--- src/rtl/postconv_pkg.sv ---
// Shared PostConvUnit constants and the ReLU/saturate clamp used by the
// requantisation and neighbouring stages.
package postconv_pkg;

  localparam int ACC_W   = 32;
  localparam int OUT_W   = 16;
  localparam int LENGTH  = 32;
  localparam int CH_NUM  = 16;
  localparam int SHIFT_W = 5;

  localparam logic [OUT_W-1:0] OUT_MAX = {1'b0, {(OUT_W-1){1'b1}}};

  // Negative values become 0, values above OUT_MAX saturate, so the MSB of
  // the result is always 0 and unsigned comparisons downstream stay valid.
  function automatic logic [OUT_W-1:0] relu_sat(input logic signed [ACC_W:0] v);
    logic signed [ACC_W:0] lim;
    logic [OUT_W-1:0]      r;
    lim = $signed({{(ACC_W+1-OUT_W){1'b0}}, OUT_MAX});
    if (v[ACC_W]) begin
      r = '0;
    end else if (v > lim) begin
      r = OUT_MAX;
    end else begin
      r = v[OUT_W-1:0];
    end
    return r;
  endfunction

endpackage

--- src/rtl/relu_quant_bias_rf.sv ---
// Per-channel bias register file: one synchronous write port, one
// asynchronous read port. A same-cycle write is seen by the read only next cycle.
module relu_quant_bias_rf #(
  parameter int ACC_W  = 32,
  parameter int CH_NUM = 16
) (
  input  logic                      clk,
  input  logic                      rst_n,
  input  logic                      we,
  input  logic [$clog2(CH_NUM)-1:0] wr_addr,
  input  logic [ACC_W-1:0]          wr_data,
  input  logic [$clog2(CH_NUM)-1:0] rd_addr,
  output logic [ACC_W-1:0]          rd_data
);

  logic [ACC_W-1:0] mem_r [CH_NUM];

  // Bias storage; soft clear deliberately leaves the entries alone.
  always_ff @(posedge clk or negedge rst_n) begin
    if (!rst_n) begin
      for (int i = 0; i < CH_NUM; i++) begin
        mem_r[i] <= '0;
      end
    end else if (we) begin
      mem_r[wr_addr] <= wr_data;
    end
  end

  assign rd_data = mem_r[rd_addr];

endmodule

--- src/rtl/relu_quant.sv ---
// Bias add, rounded arithmetic shift, ReLU and saturation; 3-cycle pipeline.
// Define RELU_QUANT_ROUND_EN for round-half-up, otherwise the shift truncates.
module relu_quant #(
  parameter int ACC_W   = postconv_pkg::ACC_W,
  parameter int OUT_W   = postconv_pkg::OUT_W,
  parameter int LENGTH  = postconv_pkg::LENGTH,
  parameter int CH_NUM  = postconv_pkg::CH_NUM,
  parameter int SHIFT_W = postconv_pkg::SHIFT_W
) (
  input  logic                      clk,
  input  logic                      rst_n,
  input  logic                      soft_clr,
  input  logic                      cfg_we,
  input  logic [$clog2(CH_NUM)-1:0] cfg_addr,
  input  logic [ACC_W-1:0]          cfg_bias,
  input  logic [SHIFT_W-1:0]        cfg_shift,
  input  logic [ACC_W-1:0]          acc_in,
  input  logic                      in_valid,
  output logic [OUT_W-1:0]          data_out,
  output logic                      out_valid,
  output logic [$clog2(CH_NUM)-1:0] ch_out,
  output logic                      frame_done
);

  import postconv_pkg::*;

  localparam int CH_W  = $clog2(CH_NUM);
  localparam int PIX_N = LENGTH * LENGTH;
  localparam int PIX_W = $clog2(PIX_N);

  logic [PIX_W-1:0]      pix_cnt_r;
  logic [CH_W-1:0]       ch_cnt_r;
  logic                  accept_s, pix_last_s, ch_last_s;
  logic [ACC_W-1:0]      bias_s;

  logic                  s1_valid_r, s1_last_r;
  logic [CH_W-1:0]       s1_ch_r;
  logic signed [ACC_W:0] s1_sum_r;

  logic                  s2_valid_r, s2_last_r;
  logic [CH_W-1:0]       s2_ch_r;
  logic signed [ACC_W:0] s2_val_r;

  // One guard bit above the sum so the rounding constant cannot overflow.
  logic signed [ACC_W+1:0] s2_pre_s, s2_shr_s;

  assign accept_s   = in_valid & ~soft_clr;
  assign pix_last_s = (pix_cnt_r == PIX_W'(PIX_N - 1));
  assign ch_last_s  = (ch_cnt_r == CH_W'(CH_NUM - 1));

  relu_quant_bias_rf #(.ACC_W(ACC_W), .CH_NUM(CH_NUM)) u_bias_rf (
    .clk     (clk),
    .rst_n   (rst_n),
    .we      (cfg_we),
    .wr_addr (cfg_addr),
    .wr_data (cfg_bias),
    .rd_addr (ch_cnt_r),
    .rd_data (bias_s)
  );

  // Raster position of the next accepted beat.
  always_ff @(posedge clk or negedge rst_n) begin
    if (!rst_n) begin
      pix_cnt_r <= '0;
      ch_cnt_r  <= '0;
    end else if (soft_clr) begin
      pix_cnt_r <= '0;
      ch_cnt_r  <= '0;
    end else if (accept_s) begin
      if (pix_last_s) begin
        pix_cnt_r <= '0;
        ch_cnt_r  <= ch_last_s ? '0 : ch_cnt_r + CH_W'(1);
      end else begin
        pix_cnt_r <= pix_cnt_r + PIX_W'(1);
      end
    end
  end

  // S1: widened bias add, tag captured alongside.
  always_ff @(posedge clk or negedge rst_n) begin
    if (!rst_n) begin
      s1_valid_r <= 1'b0;
      s1_last_r  <= 1'b0;
      s1_ch_r    <= '0;
      s1_sum_r   <= '0;
    end else begin
      s1_valid_r <= accept_s;
      if (accept_s) begin
        s1_last_r <= pix_last_s & ch_last_s;
        s1_ch_r   <= ch_cnt_r;
        s1_sum_r  <= {acc_in[ACC_W-1], acc_in} + {bias_s[ACC_W-1], bias_s};
      end
    end
  end

`ifdef RELU_QUANT_ROUND_EN
  logic [ACC_W+1:0] round_s;

  // Half-LSB of the shifted result; nothing to add for a zero shift.
  always_comb begin
    round_s = '0;
    if (cfg_shift != '0) begin
      round_s = {{(ACC_W+1){1'b0}}, 1'b1} << (cfg_shift - SHIFT_W'(1));
    end else begin
      round_s = '0;
    end
    s2_pre_s = {s1_sum_r[ACC_W], s1_sum_r} + round_s;
    s2_shr_s = s2_pre_s >>> cfg_shift;
  end
`else
  // Plain arithmetic shift, i.e. truncation toward minus infinity.
  always_comb begin
    s2_pre_s = {s1_sum_r[ACC_W], s1_sum_r};
    s2_shr_s = s2_pre_s >>> cfg_shift;
  end
`endif

  // S2: shifted value; after any rounding shift it fits back in ACC_W+1 bits.
  always_ff @(posedge clk or negedge rst_n) begin
    if (!rst_n) begin
      s2_valid_r <= 1'b0;
      s2_last_r  <= 1'b0;
      s2_ch_r    <= '0;
      s2_val_r   <= '0;
    end else if (soft_clr) begin
      s2_valid_r <= 1'b0;
    end else begin
      s2_valid_r <= s1_valid_r;
      if (s1_valid_r) begin
        s2_last_r <= s1_last_r;
        s2_ch_r   <= s1_ch_r;
        s2_val_r  <= s2_shr_s[ACC_W:0];
      end
    end
  end

  // S3: clamp into the output register; data and tag hold between beats.
  always_ff @(posedge clk or negedge rst_n) begin
    if (!rst_n) begin
      out_valid  <= 1'b0;
      frame_done <= 1'b0;
      data_out   <= '0;
      ch_out     <= '0;
    end else if (soft_clr) begin
      out_valid  <= 1'b0;
      frame_done <= 1'b0;
    end else begin
      out_valid  <= s2_valid_r;
      frame_done <= s2_valid_r & s2_last_r;
      if (s2_valid_r) begin
        data_out <= relu_sat(s2_val_r);
        ch_out   <= s2_ch_r;
      end
    end
  end

endmodule

--- config.mk ---
export PLATFORM = sky130hd
export DESIGN_NAME = relu_quant
export DESIGN_NICKNAME = d
export VERILOG_FILES = /design/src/rtl/postconv_pkg.sv /design/src/rtl/relu_quant_bias_rf.sv /design/src/rtl/relu_quant.sv
export SDC_FILE = /design/constraint.sdc
export NUM_CORES = 1
export LEC_CHECK = 0
export CAP_MARGIN = 20
export CORE_MARGIN = 2
export CORE_UTILIZATION = 55
export DETAILED_ROUTE_END_ITERATION = 7
export PLACE_DENSITY = 0.75
export REMOVE_ABC_BUFFERS = 1
export SYNTH_ARGS = -nofsm -noshare
export SYNTH_HDL_FRONTEND = slang
export SYNTH_HIERARCHICAL = 1
export SYNTH_SLANG_ARGS = --single-unit
--- constraint.sdc ---
create_clock -name clk -period 9.05 [get_ports clk]
set_input_delay 1.81 -clock clk [delete_from_list [all_inputs] [get_ports clk]]
set_output_delay 1.81 -clock clk [all_outputs]
set_load 0.05 [all_outputs]
==> results.yml, run 1 <==
outcome:
  status: "complete, no violations"
sta:
  setup_viol: 0
  grt_setup_unrepaired: "no"
  final-hold-violation-count: 0
  max_freq_mhz: 197
  fin_crit_ps: 5080
  timing.final.crit_share: 0.561
  skew_ps: 15.1
  tns_ps: 0
  slew_viol_final: 0
  slew_headroom: 0.278
  fin_ws_ps: 3970
  worst_pin_slew_ps: 1080
routing:
  detail-route-antenna-nets: 0
  routedWlPerCell_um: 23.5
  num_vias: 19026
  viasPerCell: 6.14
  wirelength_um: 72600
  drc_errors: 0
  drt-initial-drc-count: 1595
  drt_pre_antenna_iters: 5
finish:
  fillers: 4172
  final_core_util: 0.623
  seq_area_um2: 15700
  final_nets: 2414
  multi_input_comb_area_um2: 14200
  finalNonFillerCells: 3097
  fin_area_um2: 34300
  final_layout_size_suffix_gt1_frac: 0.363
  synthToLayoutAreaGrowth_pct: 12.1
power_and_ir_drop:
  power.density_nw_per_um2: 244
  vdd_drop_max_mv: 0.135
  cellLeakagePower_nw: 14.4
grt:
  antenna_found_initial: 2
  gr-usage-all-layers: 0.260
  grt_max_degree: 197
  grt_pass1_wl_um: 114000
  gr-total-overflow: 0
  grt_pass1_vias: 19700
die:
  io-pin-count: 100
  dieWidth_um: 240
  die_area_um2: 57600
  die_h_um: 240
  rows: 86
  start_util: 0.556
  core_area_um2: 55100
placed_design:
  hpwl_um: 42800
  placedCellCount: 2980
  placed_cell_area_um2: 32100
  dp_slack_ps: 3970
  io_buffers: 99
  place_congestion: 0.907
synth:
  ys_seq_elements: 626
  ys_types: 62
  seq_area_frac_synth: 0.511
  synthCells: 2285
  yosysWarnings: 6
  synthesis.area_um2: 30600
  synthArstFlopShare: 1.00
  synth_edf_count: 0
  synthFlopType: "dfrtp_1"
  synth.avg_cell_area_um2: 13.4
clocking:
  cts_setup_buffers: 0
  clockBufferDepth: 3
  cts_root_buf: "clkbuf_16"
  clkLatencyLatePin_ps: 600
  cts_tree: "yes"
  path_clk_slew_ps: 60
  clock_sinks: 626
  cts_buffers: 67
  cts_hold_buf: 0
  post_cts_resize_count: 0
  htree_num_levels: 3
critical_path:
  crit_path_start_kind: "flip-flop"
  ff2ff_path_depth: 14
  endpoint_kind: "flip-flop"
  critPathKind: "flip-flop to flip-flop"
  worstPathArrival_ps: 5540
  reg2reg_slack_ps: 3970
  crit_fanout: 57
  cp.required_ps: 9510
hold_path:
  hp-class: "flip-flop to flip-flop"
  min_path_cells: 2
flow_run:
  maxCapViolations: 0
==> metrics by stage <==
stage | hold slack [ps] | total power [W]
finish | 462 | 0.00837
global route | 487 | 0.00878
CTS | 464 | 0.00841
detailed placement | 451 | 0.00568
global placement | 443 | 0.00556
floorplan | 431 | 0.00510
==> final timing paths <==
check,start,endpoint
min in group asynchronous,rst_n,u_bias_rf/mem_r[155]
max,ch_cnt_r[1],s1_sum_r[31]
min reg2reg,s2_val_r[17],s2_val_r[17]
min,s2_val_r[17],s2_val_r[17]
max reg2reg,ch_cnt_r[1],s1_sum_r[31]
max in group asynchronous,rst_n,s2_val_r[8]
==> critical path, cell delays in order, from the launching register on <==
cell and delay (ps):
dfrtp_4 1040, buf_4 760, buf_4 530, mux4_2 380, a22oi_1 220, nand2_1 150
ha_1 480, nand2_1 140, nor3_1 410, a21oi_1 120, o21ai_0 140, a221o_1 220
a41oi_2 50, xor2_1 170, o21ai_1 70
==> cell type report <==
| cell class | instances | area share |
|---|---|---|
| Timing Repair Buffer | 131 | 0.0370 |
| Multi-Input combinational cell | 1462 | 0.414 |
| Sequential cell | 626 | 0.456 |
| Clock buffer | 96 | 0.0567 |
| Tap cell | 748 | 0.0272 |
| Inverter | 13 | 0.00142 |
| Antenna cell | 1 | 0.0000729 |
| Clock inverter | 20 | 0.00732 |
==> cell usage after synthesis (12+ instances only) <==
cell type | n | area share
xor2_1 | 20 | 0.0057
ha_1 | 34 | 0.014
nor3_1 | 17 | 0.0028
o21ai_0 | 75 | 0.012
a211oi_1 | 12 | 0.0029
nand3_1 | 16 | 0.0026
a21o_1 | 16 | 0.0039
o31ai_1 | 17 | 0.0042
dfrtp_1 | 626 | 0.51
nor2_1 | 69 | 0.0085
mux4_2 | 153 | 0.11
mux2_2 | 527 | 0.19
clkbuf_1 | 102 | 0.012
nand2b_1 | 12 | 0.0024
a22oi_1 | 66 | 0.016
mux2i_1 | 30 | 0.0098
xnor2_1 | 15 | 0.0043
buf_2 | 69 | 0.011
nand2_1 | 203 | 0.025
a21oi_1 | 58 | 0.0095
o21ai_1 | 16 | 0.0026
nand4_1 | 13 | 0.0027
==> sequential cells by signal, indices dropped and copies added, names as in the netlist <==
register / cells
frame_done: 1
u_bias_rf/mem_r: 512
out_valid: 1
s2_valid_r: 1
s1_sum_r: 33
s2_ch_r: 4
pix_cnt_r: 10
ch_cnt_r: 4
s2_val_r: 33
s1_valid_r: 1
s1_last_r: 1
ch_out: 4
s2_last_r: 1
data_out: 16
s1_ch_r: 4
==> layout by cell type, fill, tap and decap left out, drive strengths merged, types with 60 or more instances in the layout <==
master / count
nand2: 203
clkbuf: 96
mux4: 153
a21oi: 60
nor2: 69
clkdlybuf4s50: 96
dfrtp: 626
a22oi: 66
o21ai: 93
mux2: 531
==> report_power, final <==
| group | switching, W | leakage [nW] | total (W) | internal, W |
|---|---|---|---|---|
| Combinational | 0.000841 | 5.61 | 0.00183 | 0.000988 |
| Clock | 0.00110 | 1.08 | 0.00272 | 0.00162 |
| Sequential | 0.000370 | 7.73 | 0.00382 | 0.00345 |
==> routing by layer <==
metal	part of all wire	global-route usage	wire length [um]
met1	0.44	0.369	31800
met2	0.47	0.404	34000
met3	0.062	0.0463	4520
met4	0.032	0.0966	2300
met5	0.00034	0	25
==> cell families (layout without fill, tap and decap cells) <==
| logic type | Yosys count | after routing | share of synthesized area |
|---|---|---|---|
| other cells | 0 | 1 | 0 |
| flops | 626 | 626 | 0.511 |
| mux | 714 | 714 | 0.318 |
| buf+inv | 197 | 260 | 0.0285 |
| fa+ha+maj | 35 | 35 | 0.0145 |
| simple gates | 365 | 365 | 0.0515 |
| xor+xnor | 35 | 35 | 0.0100 |
| compound gates | 313 | 313 | 0.0667 |
Note: power is estimated with default switching activity, not from simulation.
==> run 2: changes to the inputs <==
- PLACE_DENSITY: 0.75 -> 0.78
- clock period: 9.05 -> 4.6 ns (I/O delays scaled with it)
==> run 2 against run 1 <==
Against the previous run: power rose by 100%; sequential share of layout area is 0.45 points lower; utilization up 0.62 points; via count rose by 2.6%; non-clock buffer count rose by 21; flip-flop and latch count is the same; critical path depth shrank 1; die area unchanged; global-route usage rose by 1.4 points; first-iteration DRC count shrank 5.6%; routed wire length up 4.8%; largest power group unchanged; highest routed layer unchanged.
==> results.yml, run 2 (synthesis gave the netlist of run 1 again) <==
outcome:
  status: "complete, no violations"
power_and_ir_drop:
  power.density_nw_per_um2: 484
  vdd_drop_max_mv: 0.262
  cellLeakagePower_nw: 14.6
clocking:
  cts_setup_buffers: 0
  htree_num_levels: 3
  clkLatencyLatePin_ps: 610
  cts_root_buf: "clkbuf_16"
  cts_buffers: 66
  cts_tree: "yes"
  clockBufferDepth: 3
  path_clk_slew_ps: 60
  post_cts_resize_count: 0
  clock_sinks: 626
  cts_hold_buf: 0
critical_path:
  endpoint_kind: "flip-flop"
  crit_path_start_kind: "flip-flop"
  max_stage_delay_ps: 750
  crit_slowest_cell: "and2_1"
  crit_fanout: 15
  cp.required_ps: 5070
  critPathKind: "flip-flop to flip-flop"
  worstPathArrival_ps: 4520
  path_cells: "and2_1 > buf_4 > a22oi_1 > nand2_1 > ha_1 > a21oi_1 > o21ai_0 > a21oi_1 > o21ai_0 > a221o_1 > a41oi_2 > xor2_1 > o21ai_1"
  reg2reg_slack_ps: 550
finish:
  fillers: 4030
  seq_area_um2: 15700
  synthToLayoutAreaGrowth_pct: 13.2
  largest_reg_flops: 512
  final_nets: 2434
  final_layout_size_suffix_gt1_frac: 0.370
  final_core_util: 0.630
  mostFrequentLayoutCells: "dfrtp_1, mux2_2, nand2_1"
  multi_input_comb_area_um2: 14200
  finalNonFillerCells: 3125
  largest_register: "u_bias_rf/mem_r"
  top_regs: "u_bias_rf/mem_r: 512 flops, s1_sum_r: 33 flops, s2_val_r: 33 flops"
  final_common_cell: "dfrtp_1"
flow_run:
  maxCapViolations: 0
grt:
  gr-total-overflow: 0
  grt_max_degree: 141
  gr-usage-all-layers: 0.273
  grt_pass1_wl_um: 120000
  antenna_found_initial: 7
  grt_pass1_vias: 20506
routing:
  wirelength_um: 76100
  routedWlPerCell_um: 24.4
  viasPerCell: 6.25
  num_vias: 19516
  detail-route-antenna-nets: 0
  drt-initial-drc-count: 1505
  drt_pre_antenna_iters: 5
  drc_errors: 0
die:
  start_util: 0.556
  rows: 86
  die_h_um: 240
  core_area_um2: 55100
  dieWidth_um: 240
  io-pin-count: 100
  die_area_um2: 57600
sta:
  setup_viol: 0
  slew_headroom: 0.289
  timing.final.crit_share: 0.881
  max_freq_mhz: 247
  worst_pin_slew_ps: 1060
  slew_viol_final: 0
  fin_hold_ws_ps: 394
  grt_setup_unrepaired: "no"
  final-hold-violation-count: 0
  fin_crit_ps: 4050
  skew_ps: 27.7
  fin_ws_ps: 550
placed_design:
  dp_slack_ps: 583
  place_congestion: 0.874
  placedCellCount: 3001
  io_buffers: 99
  hpwl_um: 46900
hold_path:
  hp-class: "primary input to async pin"
-- run 2: final timing paths --
| check | from | to | cells past startpoint |
|---|---|---|---|
| max reg2reg | ch_cnt_r[2] | s1_sum_r[31] | 13 |
| min | rst_n | u_bias_rf/mem_r[55] | 1 |
| max in group asynchronous | rst_n | u_bias_rf/mem_r[178] | 2 |
| min reg2reg | s2_val_r[19] | s2_val_r[19] | 2 |
| min in group clk | s2_val_r[19] | s2_val_r[19] | 2 |
| max | ch_cnt_r[2] | s1_sum_r[31] | 13 |
-- run 2: critical path: cells and delay by family (launching register included) --
family	cells	cell delay, ps
compound gates	8	1420
xor+xnor	1	180
fa+ha+maj	1	350
buf+inv	1	450
flops	1	610
simple gates	2	870
-- run 2: stage by stage --
stage / TNS (ps) / power (W) / instance area [um^2]
global placement: 0 / 0.0110 / 32400
finish: 0 / 0.0168 / 34700
detailed placement: 0 / 0.0112 / 32400
CTS: 0 / 0.0169 / 34700
floorplan: -106050 / 0.0100 / 29800
global route: 0 / 0.0176 / 34700
-- run 2: cell type report --
cell class / instances / share of cell area
clock inverters: 24 / 0.0101
repair buffers: 152 / 0.0431
inverters: 13 / 0.00141
clock buffers: 98 / 0.0567
well taps: 748 / 0.0270
flip-flops and latches: 626 / 0.452
diodes: 2 / 0.000144
multi-input cells: 1462 / 0.410
-- run 2: per-layer routing --
metal	share of wire	GRT usage
met4	0.032	0.101
met5	0.00070	0
met3	0.064	0.0571
met1	0.43	0.378
met2	0.48	0.431
-- run 2: power breakdown --
group / internal [W] / switching (W) / total, W
clock network: 0.00338 / 0.00223 / 0.00561
logic: 0.00195 / 0.00169 / 0.00365
registers: 0.00679 / 0.000763 / 0.00755
